`src/rtl/mul_accumulator.sv`:
```
// Purpose: sums a block of LEN multiplier products into a saturating accumulator, sticky sat/ovf flags.
// Latency: block result is presented one cycle after the transfer that completes the block.
// Backpressure: in_ready drops in IDLE/DONE; the result holds in DONE until out_ready, then two bubble cycles.
module mul_accumulator #(
  parameter int ACC_W = 16,
  parameter int LEN   = 8,
  parameter int CNT_W = 8
) (
  input  logic             clk,
  input  logic             rst_n,
  input  logic             clear,
  input  logic             in_valid,
  output logic             in_ready,
  input  logic [7:0]       prod,
  input  logic             prod_ovf,
  output logic             out_valid,
  input  logic             out_ready,
  output logic [ACC_W-1:0] result,
  output logic             sat,
  output logic             ovf,
  output logic [CNT_W-1:0] count
);

  typedef enum logic [1:0] {
    IDLE  = 2'd0,
    ACCUM = 2'd1,
    DONE  = 2'd2
  } state_t;

  localparam int               SUM_W   = ACC_W + 1;
  localparam logic [ACC_W-1:0] ACC_MAX = '1;
  localparam logic [CNT_W-1:0] LEN_C   = CNT_W'(LEN);

  state_t           state;
  state_t           state_nxt;
  logic [ACC_W-1:0] acc;
  logic [CNT_W-1:0] cnt;
  logic             sat_r;
  logic             ovf_r;

  logic             xfer;
  logic             hs;
  logic [SUM_W-1:0] sum;
  logic [CNT_W-1:0] cnt_inc;

  // Handshake qualifiers and the one-bit-wider sum used to detect saturation.
  always_comb begin
    xfer    = in_valid && (state == ACCUM);
    hs      = out_ready && (state == DONE);
    sum     = {1'b0, acc} + SUM_W'(prod);
    cnt_inc = cnt + CNT_W'(1);
  end

  // Next-state logic; clear overrides every other event.
  always_comb begin
    state_nxt = state;
    case (state)
      IDLE:    state_nxt = ACCUM;
      ACCUM:   if (xfer && (cnt_inc == LEN_C)) state_nxt = DONE;
      DONE:    if (hs) state_nxt = IDLE;
      default: state_nxt = IDLE;
    endcase
    if (clear) state_nxt = IDLE;
  end

  // State register.
  always_ff @(posedge clk or negedge rst_n) begin
    if (!rst_n) state <= IDLE;
    else        state <= state_nxt;
  end

  // Accumulator, counter and sticky flags; zeroed whenever a block ends or is abandoned.
  always_ff @(posedge clk or negedge rst_n) begin
    if (!rst_n) begin
      acc   <= '0;
      cnt   <= '0;
      sat_r <= 1'b0;
      ovf_r <= 1'b0;
    end else if (clear || (state == IDLE) || hs) begin
      acc   <= '0;
      cnt   <= '0;
      sat_r <= 1'b0;
      ovf_r <= 1'b0;
    end else if (xfer) begin
      if (sum[ACC_W]) begin
        acc   <= ACC_MAX;
        sat_r <= 1'b1;
      end else begin
        acc <= sum[ACC_W-1:0];
      end
      ovf_r <= ovf_r | prod_ovf;
      cnt   <= cnt_inc;
    end
  end

  assign in_ready  = (state == ACCUM);
  assign out_valid = (state == DONE);
  assign result    = acc;
  assign sat       = sat_r;
  assign ovf       = ovf_r;
  assign count     = cnt;

endmodule

```
`config.mk`:
```
export PLATFORM = sky130hd
export DESIGN_NAME = mul_accumulator
export DESIGN_NICKNAME = d
export VERILOG_FILES = /design/src/rtl/mul_accumulator.sv
export SDC_FILE = /design/constraint.sdc
export NUM_CORES = 1
export LEC_CHECK = 0
export BUFFER_PORTS_ARGS = -buffer_cell sky130_fd_sc_hd__buf_2
export CELL_PAD_IN_SITES_DETAIL_PLACEMENT = 0
export CELL_PAD_IN_SITES_GLOBAL_PLACEMENT = 1
export CORE_MARGIN = 5
export CORE_UTILIZATION = 25
export CTS_BUF_LIST = sky130_fd_sc_hd__clkbuf_4
export DETAILED_ROUTE_END_ITERATION = 8
export GPL_TIMING_DRIVEN = 0
export PLACE_DENSITY = 0.56
export SLEW_MARGIN = 25
export SYNTH_ARGS = -nofsm -noshare
export SYNTH_HDL_FRONTEND = slang
export SYNTH_SLANG_ARGS = --single-unit
```
`constraint.sdc`:
```
create_clock -name clk -period 2.4 [get_ports clk]
set_input_delay 0.72 -clock clk [delete_from_list [all_inputs] [get_ports clk]]
set_output_delay 0.72 -clock clk [all_outputs]
set_load 0.02 [all_outputs]
```
# [After elaboration in Yosys (flattened, before gate mapping)]
# Index checks and enable logic that the tools add are counted.
[word_totals] latch_bits=0 ram_bits=0 inputBits=14 mem_count=0 word_cells=37 mem_bits_ro=0 out_inout_bits=28 register_bits=28
[classes] div_mod_pow=0 bitwise=1 n_eq_ne=5 addsub=2 order_cmp=0 mux=14 n_reduce_logical=10 n_shift=0 mul=0
[op_table] op="16-bit two-way mux" n=3
[op_table] op="16-bit by 8-bit adder with 17-bit output" n=1
[op_table] op="8-bit two-way mux" n=2
[op_table] op="8-bit by 1-bit adder with 8-bit output, second input constant" n=1
[op_table] op="8-bit by 4-bit == test with 1-bit output, second input constant" n=1
[op_table] op="2-bit two-way mux" n=3
[op_table] op="3-bit by 2-bit != test with 1-bit output, second input constant" n=2
[op_table] op="2-bit case mux with 3 select lines" n=1
[op_table] op="1-bit two-way mux" n=5
[op_table] op="2-bit AND reduction" n=2
[op_table] op="2-bit nonzero test" n=2
[op_table] op="1-bit logical AND" n=3
[op_table] op="2-bit by 1-bit == test with 1-bit output, second input constant" n=1
[op_table] op="2-bit == test, second input constant" n=1
[op_table] op="2-bit logical NOT" n=1
[op_table] op="1-bit logical OR" n=2
[op_table] op="1-bit bitwise OR" n=1

# [Longest topological paths before layout]
# Gate-level depths: netlist (run 1).
[depth] depth_word=6 depth_mapped=8 depth_no_buf=8

# [Least setup slack after synthesis (run 1)]
# OpenSTA, ideal clock, no wires.
[synth_timing] path_type="input-to-reg" start="in prod[0]" end="reg acc[7], in the netlist result[7]" n_path_buf=0 path_slack_ps=-282 arrival_ps=2556 stages=8 setup_ps=126 required_time_ps=2274 path_cell_list="ha_1 -> fa_1 -> a21o_1 -> a221o_1 -> a31o_4 -> nand4_4 -> inv_2 -> a311o_1"
[synth_between] elab_chain_len=4
[synth_lines] item="from (decl)" line="14" source="input logic [7:0] prod,"
[synth_lines] item="16-bit by 8-bit adder with 17-bit output" line="50" source="sum = {1'b0, acc} + SUM_W'(prod);"
[synth_lines] item="16-bit two-way mux" line="85" source="if (sum[ACC_W]) begin"
[synth_lines] item="16-bit two-way mux" line="84" source="end else if (xfer) begin"
[synth_lines] item="16-bit two-way mux" line="79" source="end else if (clear || (state == IDLE) || hs) begin"
[synth_lines] item="to (signal assigned)" line="89" source="acc <= sum[ACC_W-1:0];"
[synth_lines] item="to (decl)" line="36" source="logic [ACC_W-1:0] acc;"
# No other way between the ends. The select of a mux whose other input is x is not followed.
# A chain may end at the register's enable or synchronous reset.

# [Final worst setup path (run 1)]
[layout_timing] start="in prod[0]" end="reg acc[13], in the netlist result[13]"
# Same word-level chain as after synthesis.

==> results of run 1 <==
[registers in the layout, indices dropped and copies added (netlist names)]
register and count:
state 2, result 16, sat 1, count 8, ovf 1
[timing repair]
action / in CTS / in global routing
gates resized for setup: 1 / 1
setup buffers: 2 / 2
pin swaps: 1 / 5
setup endpoints to repair: 12 / 12
[metal layers]
metal	GRT usage, %	part of all wire [%]
met1	15.7	48
met2	20.5	47
met3	3.06	3.8
met4	2.56	1.0
met5	0	0
[Yosys cell counts (2+ instances only)]
cell type / number
nand3_1: 9
xor2_1: 8
dfrtp_1: 28
and3_1: 6
o211ai_1: 3
o21ai_0: 17
nor3_1: 3
ha_1: 10
nand4_1: 2
clkbuf_1: 4
inv_1: 4
a21oi_1: 13
o21bai_1: 2
a31oi_1: 2
or3_1: 2
and2_1: 2
xnor2_1: 5
a21o_1: 3
o311ai_0: 3
nand2_1: 18
nor2b_1: 3
mux2i_1: 3
a311o_1: 2
nor2_1: 20
[layout by cell type, fill, tap and decap left out, types with 2 or more instances in the layout]
cell      netlist  routed
o21ai_0        17      16
a21oi_1        13      13
mux2i_1         3       3
nand3_1         9       9
clkbuf_1        4       4
inv_1           4       4
o21ai_1         1       2
buf_2           1      41
a311o_1         2       2
nor2_1         20      20
ha_1           10       9
and3_1          6       6
o21bai_1        2       2
and2_1          2       2
xnor2_1         5       5
nor2b_1         3       3
or3_1           2       2
o311ai_0        3       3
a21o_1          3       3
a31oi_1         2       2
nand2_1        18      18
xor2_1          8       8
buf_4           0       4
nand4_1         2       2
dfrtp_1        28      28
nor3_1          3       3
o211ai_1        3       3
clkbuf_4        0       3
[layout make-up]
cell class                 count  area [um2]  area share (%)
buffer                         6        30.0            1.40
clock buffer                   3        22.5            1.05
clock inverter                 1        3.75           0.175
inverter                       5        18.8           0.874
multi-input combinational    152        1020            47.3
sequential                    28         701            32.6
tap                           96         120            5.59
timing repair buffer          45         235            11.0
[cells by family after synthesis]
logic type | after synthesis | synth area share (%)
simple gates | 69 | 19.5
compound gates | 56 | 21.3
flops | 28 | 40.2
xor+xnor | 13 | 6.53
buf+inv | 11 | 2.44
fa+ha+maj | 11 | 8.32
mux | 3 | 1.72
[worst max-delay path by stage]
stage,end,depth (start not counted),slack [ps],from
2_1_floorplan,result[13],8,-150,prod[0]
3_3_place_gp,result[2],9,-500,prod[0]
3_5_place_dp,result[5],9,-500,prod[0]
4_1_cts,result[13],9,8,prod[0]
5_1_grt,result[13],8,-30,result[0]
6_report,result[13],9,30,prod[0]
[worst register-to-register path, delay by kind of cell, from the launching register on]
family / cells / cell delay, ps
DFF: 1 / 440
buffers and inverters: 1 / 50
AOI/OAI and AO/OA: 4 / 1130
adders and majority gates: 2 / 510
and+or+nand+nor: 1 / 120
[per-stage QoR]
stage / TNS [ps] / power [uW]
4_1_cts: 0 / 833
6_report: 0 / 818
3_3_place_gp: -6880 / 612
5_1_grt: -56.5 / 868
3_5_place_dp: -6840 / 611
2_1_floorplan: -1640 / 561
[power by group]
part	switching, uW	internal [uW]
sequential	5.81	478
combinational	74.1	43.1
clock	156	61.1
==> metrics, run 1 <==
largest net degree at the start of global routing 29; gr ovfl total 0; dpl hpwl approximately 3.6 mm; Clock transition at path regs 170 ps; Synth area leader dfrtp_1; Bufs and invs on worst path 2; worst min-delay path class primary input to async pin; layout net count between 200 and 300; Die Span Y 93.5 um; Netlist Area Pre-Place roughly 1700 um2; Clock Tree Root clkbuf_4; Syn Inst Count about 190; Max IR drop VDD around 0.19 mV; fillers 741; synthesis-to-layout area growth 23.1%; Power Density about 380 nW/um2; WL per Instance 14.5 um; Die ar. 8750 um2; DRC 0; CP max-delay cell a221o_1; # port buffers 41; CP Max Fanout 7; Skew-Pair Late Insertion Delay 340 ps; cts bufs inserted 3; WP data required 2640 ps; Yosys cell types 43; Final Slew Violations 0; Post-Place Cells 328; Max-Cap Viols 0; unrepaired setup endpoints after global routing true; post-synth top area share 40.2%; DP Area around 2100 um2; Startpoint Class primary input; worst-path cell chain buf_2 > ha_4 > fa_2 > a21o_1 > a221o_1 > a31o_4 > nand4_4 > inv_2 > a311o_1; hold slack between 300 and 400 ps; Syn. warnings 0; worst setup path class primary input to register; first-pass GRT wire length 8.47 mm; num rows 30; pre-CTS WS -500 ps; Leak 0.00105 uW; Reg2Reg Depth 8; vias per cell roughly 4.7; final setup fails 0; die span in x 93.5 um; crit end category register; synthesized area per cell 9.13 um2; Total Wirelength about 5 mm; CTS Sinks 28; Post-DRT Antenna Nets 0; outcome finished clean; share of layout cells above drive strength 1 23.3%; Least-Margin Pin Slew 682 ps; period utilization 98.9%; number of enable flip-flop cells after synthesis 0; final core occ 31.6%; Clock Skews about 2.9 ps; Post-Syn Nets 216; Final WS setup 25.6 ps; Initial Util 25.7%; Synth area leaders dfrtp_1 (40%), ha_1 (7.2%), o21ai_0 (4.9%); non-filler cells in the finished layout about 340; fin crit period 2370 ps; Core ar. 6790 um2; worst r2r src result[0]; global-route usage over all layers 12.2%; FFs w/ async S/R, synth between 90% and 100%; WP data arrival 2620 ps; highest cell delay on the worst timing path 370 ps; Final Wtd Congestion 0.720; Slew HR 54.5%; delay-heaviest family, CP compound AO/OA/AOI/OAI gates; clk buf depth 2; 1st-iter DRT viols 33; reg-to-reg setup timing slack 60 ps; drt pass-1 iters 4; sequential fraction of the synthesis area 40.2%; antenna cells 0; CTS tree done; post-synthesis sequential element count 28; # H-tree levels 1; Fmax achieved 0.421 GHz; I/O Pins 42; vias in the first global route approximately 1,700; post-route cell area ~2100 um2; vias 1,573; Synth Flop Type dfrtp_1; Fin. Hold Viols 0; reg2reg end result[13]; initial antenna violation count 0; CTS Hold Bufs 0
Note: power is estimated with default switching activity, not from simulation.
==> run 2: changes to the inputs <==
- PLACE_DENSITY: 0.56 -> unset
- PLACE_DENSITY_LB_ADDON: unset -> 0.1
==> metrics, run 2 (synthesized netlist as in run 1, its figures left out) <==
# port buffers 41; Initial Util 25.7%; Fmax achieved 0.418 GHz; Max IR drop VDD between 0.15 and 0.2 mV; Final Wtd Congestion about 0.76; non-filler cells in the finished layout between 300 and 400; largest net degree at the start of global routing 29; WL per Instance 14.5 um; gr ovfl total 0; share of layout cells above drive strength 1 24.3%; DRC 0; Clock Tree Root clkbuf_4; vias per cell 4.67; period utilization 99.8%; clk buf depth 2; num rows 30; WP data required approximately 2700 ps; Die ar. ~9000 um2; final setup fails 0; Final Slew Violations 0; CP Max Fanout 6; fillers 736; first-pass GRT wire length 8.00 mm; worst setup path class primary input to register; commonest non-fill, non-tap cell in the layout buf_2; Reg2Reg Depth 8; Fin. Hold Viols 0; most frequent cells in the layout buf_2 (41), dfrtp_1 (28), nor2_1 (20); Post-Place Cells roughly 330; vias in the first global route 1,536; Clock transition at path regs 170 ps; WP data arrival 2640 ps; CTS tree done; fin crit period 2390 ps; layout net count roughly 270; worst min-delay path class primary input to async pin; 1st-iter DRT viols 37; antenna cells 0; pre-CTS WS -516 ps; overall power 930 uW; initial antenna violation count 0; unrepaired setup endpoints after global routing true; reg2reg end result[7]; Clock Skews 2.73 ps; Power Density 427 nW/um2; Largest register FFs 16; CTS Sinks 28; I/O Pins 42; Die Span Y 93.5 um; crit end category register; Max-Cap Viols 0; Post-DRT Antenna Nets 0; Least-Margin Pin Slew between 600 and 700 ps; # H-tree levels 1; dpl hpwl 3.57 mm; synthesis-to-layout area growth 24.9%; die span in x 93.5 um; Slew HR 54.7%; reg-to-reg setup timing slack 20 ps; worst r2r src result[0]; vias 1,566; global-route usage over all layers 11.5%; Leak ~0.0011 uW; Startpoint Class primary input; CTS Hold Bufs 0; Final WS setup 5.37 ps; Total Wirelength ~4.9 mm; outcome finished clean; drt pass-1 iters 4; cts bufs inserted 3; Core ar. 6790 um2; Skew-Pair Late Insertion Delay 340 ps
[run 2: cell count changes in the layout (fill, tap and decap cells not counted), sizes merged]
cell    before  now
buf         47   46
bufinv       0    1
clkinv       1    0
[run 2: layout make-up]
type	instances	area [um2]	area share, %
tap	96	120	5.51
buffer	6	30.0	1.38
sequential	28	701	32.2
inverter	5	18.8	0.862
clock buffer	3	22.5	1.03
clock inverter	1	30.0	1.38
timing repair buffer	44	228	10.5
multi-input combinational	152	1030	47.2
[run 2: through the flow]
step	instance area, um2	utilization (%)	TNS, ps	hold slack [ps]
2_1_floorplan	1760	-	-1640	424
3_3_place_gp	2080	30.7	-6880	475
3_5_place_dp	2080	30.7	-7130	472
4_1_cts	2150	31.7	0	410
5_1_grt	2180	32.1	-194	433
6_report	2180	32.1	0	389
[run 2: critical path, stage by stage]
cell and delay, ps:
buf_2 120, ha_4 160, fa_2 350, a21o_1 210, a221o_1 370, a31o_4 280
nand4_4 130, inv_2 50, a311o_1 260
[run 2: timing repair]
| action | in CTS | in global routing |
|---|---|---|
| gates resized for setup | 2 | 2 |
| endpoints found under the hold margin | 0 | 0 |
| setup endpoints to repair | 12 | 12 |
| pin swaps | 1 | 4 |
| gates cloned | 0 | 0 |
| setup buffers | 1 | 2 |
[run 2: report_power, final]
| part | internal (uW) | switching, uW | leakage, uW |
|---|---|---|---|
| Combinational | 43.2 | 76.2 | 0.000643 |
| Clock | 169 | 158 | 0.0000279 |
| Sequential | 478 | 5.75 | 0.000387 |
[run 2: worst max path at each step]
stage                     cells after the start          to       from  slack [ps]
final                                         9   result[7]    prod[0]           5
after global routing                          8   result[7]  result[0]         -50
after CTS                                     9   result[7]    prod[0]          20
after detailed placement                      9   result[4]    prod[0]        -520
after global placement                        9   result[0]    prod[0]        -490
after floorplan                               8  result[13]    prod[0]        -150
[run 2: routing by layer]
| metal | wire, um | GRT usage, % | vias to the layer above |
|---|---|---|---|
| met2 | 2130 | 17.0 | 44 |
| met4 | 29 | 3.30 | 0 |
| met3 | 246 | 1.93 | 2 |
| met5 | 0 | 0 | - |
| met1 | 2460 | 17.0 | 729 |
| li1 | - | - | 791 |
==> run 3: changes to the inputs <==
- CELL_PAD_IN_SITES_DETAIL_PLACEMENT: 0 -> 1
==> metrics, run 3 (synthesized netlist as in run 1, its figures left out) <==
global-route usage over all layers 12.0%; most frequent cells in the layout buf_2 (41), dfrtp_1 (28), nor2_1 (20); vias in the first global route approximately 1,600; Final Wtd Congestion approximately 0.76; Fmax achieved between 0.4 and 0.5 GHz; highest cell delay on the worst timing path 370 ps; WL per Instance approximately 15 um; CP max-delay cell a221o_1; final setup fails 0; Fin. Hold Viols 0; Max IR drop VDD 0.199 mV; overall power 926 uW; Startpoint Class primary input; share of layout cells above drive strength 1 between 20% and 30%; drt pass-1 iters 4; worst setup path class primary input to register; layout net count 265; Least-Margin Pin Slew 679 ps; worst-path cell chain buf_2 > ha_4 > fa_2 > a21o_1 > a221o_1 > a31o_4 > nand4_4 > inv_2 > a311o_1; largest net degree at the start of global routing 29; Slew HR 54.7%; crit end category register; delay-heaviest family, CP compound AO/OA/AOI/OAI gates; 1st-iter DRT viols 38; pre-CTS WS -527 ps; commonest non-fill, non-tap cell in the layout buf_2; outcome finished clean; Die ar. 8750 um2; Bufs and invs on worst path 2; FF+latch area 701 um2; Core ar. between 6000 and 7000 um2; Post-Place Cells 328; # port buffers 41; fin crit period between 2000 and 2500 ps; die span in x 93.5 um; Initial Util 25.7%; initial antenna violation count 0; cts bufs inserted 3; fillers 814; non-filler cells in the finished layout 335; Clock transition at path regs 160 ps; CTS Hold Bufs 0; CTS tree done; Final WS setup about 23 ps; gr ovfl total 0; final core occ about a third; worst min-delay path class primary input to async pin; CP Max Fanout 6; dpl hpwl 3.80 mm; WP data required 2640 ps; WP data arrival 2620 ps; DRC 0; Clock Skews 3.04 ps; Largest register FFs 16; Multi-input gate area 1020 um2; antenna cells 0; Leak 0.00106 uW; # H-tree levels 1; Fin Setup TNS 0 ps; Post-DRT Antenna Nets 0; Max-Cap Viols 0; period utilization between 90% and 100%; Clock Tree Root clkbuf_4; Die Span Y 93.5 um; Total Wirelength roughly 5.0 mm; I/O Pins 42; vias per cell approximately 4.7; Final Slew Violations 0; vias 1,587; Power Density 428 nW/um2; first-pass GRT wire length about 8.3 mm; clk buf depth 2; synthesis-to-layout area growth 24.2%; unrepaired setup endpoints after global routing true; num rows 30; CTS Sinks 28; Skew-Pair Late Insertion Delay between 300 and 400 ps
==> run 3: changes by cell type in the layout (fill, tap and decap cells not counted) <==
cell and delta:
o21ai_1 +6, a31oi_1 +1, a31oi_2 -1, o311ai_1 +2
a311oi_1 +1, o311ai_0 -2, o21ai_0 -6, a311oi_2 -1
==> run 3: worst reg2reg max path: stages, from the launching register on <==
cell     delay [ps]
dfrtp_1         460
ha_4            190
fa_2            350
a21o_1          210
a221o_1         370
a31o_4          280
nand4_4         120
inv_2            50
a311o_1         260
==> run 3: layout make-up <==
cell class,count,share of cell area (%)
well taps,96,5.55
clock inverters,1,1.39
clock buffers,3,1.04
multi-input cells,152,46.9
plain buffers,6,1.39
flip-flops and latches,28,32.4
inverters,5,0.867
repair buffers,44,10.5
==> run 3: power breakdown <==
| part | internal [uW] | switching [uW] |
|---|---|---|
| clock network | 169 | 155 |
| logic | 43.1 | 76.0 |
| registers | 478 | 5.86 |
| total | 690 | 236 |
==> run 3: per-layer routing <==
layer	up-vias	GRT usage [%]	wire length, um
met4	0	2.56	28
met3	2	2.33	178
li1	786	-	-
met2	26	18.8	2230
met1	773	17.1	2580
met5	-	0	0
==> run 3: timing repair <==
| action | 4_1_cts | 5_1_grt |
|---|---|---|
| pin swaps | 1 | 5 |
| gates resized for setup | 2 | 8 |
| endpoints found under the setup margin | 12 | 13 |
| setup buffers | 1 | 2 |
==> run 3: worst paths after layout <==
path                            from         end  slack, ps  cells after the start
setup reg to reg           result[0]   result[7]         30                      8
hold / removal                 rst_n   result[9]        390                      1
max in group asynchronous      rst_n  result[11]       1580                      1
setup / recovery             prod[0]   result[7]         20                      9
min in group clk            state[1]    state[0]        510                      1
hold reg to reg             state[1]    state[0]        510                      1
==> run 3: through the flow <==
step / hold WS (ps) / cell area (um2)
finish: 391 / 2170
global route: 425 / 2170
CTS: 410 / 2150
detailed placement: 478 / 2080
global placement: 475 / 2080
floorplan: 424 / 1760
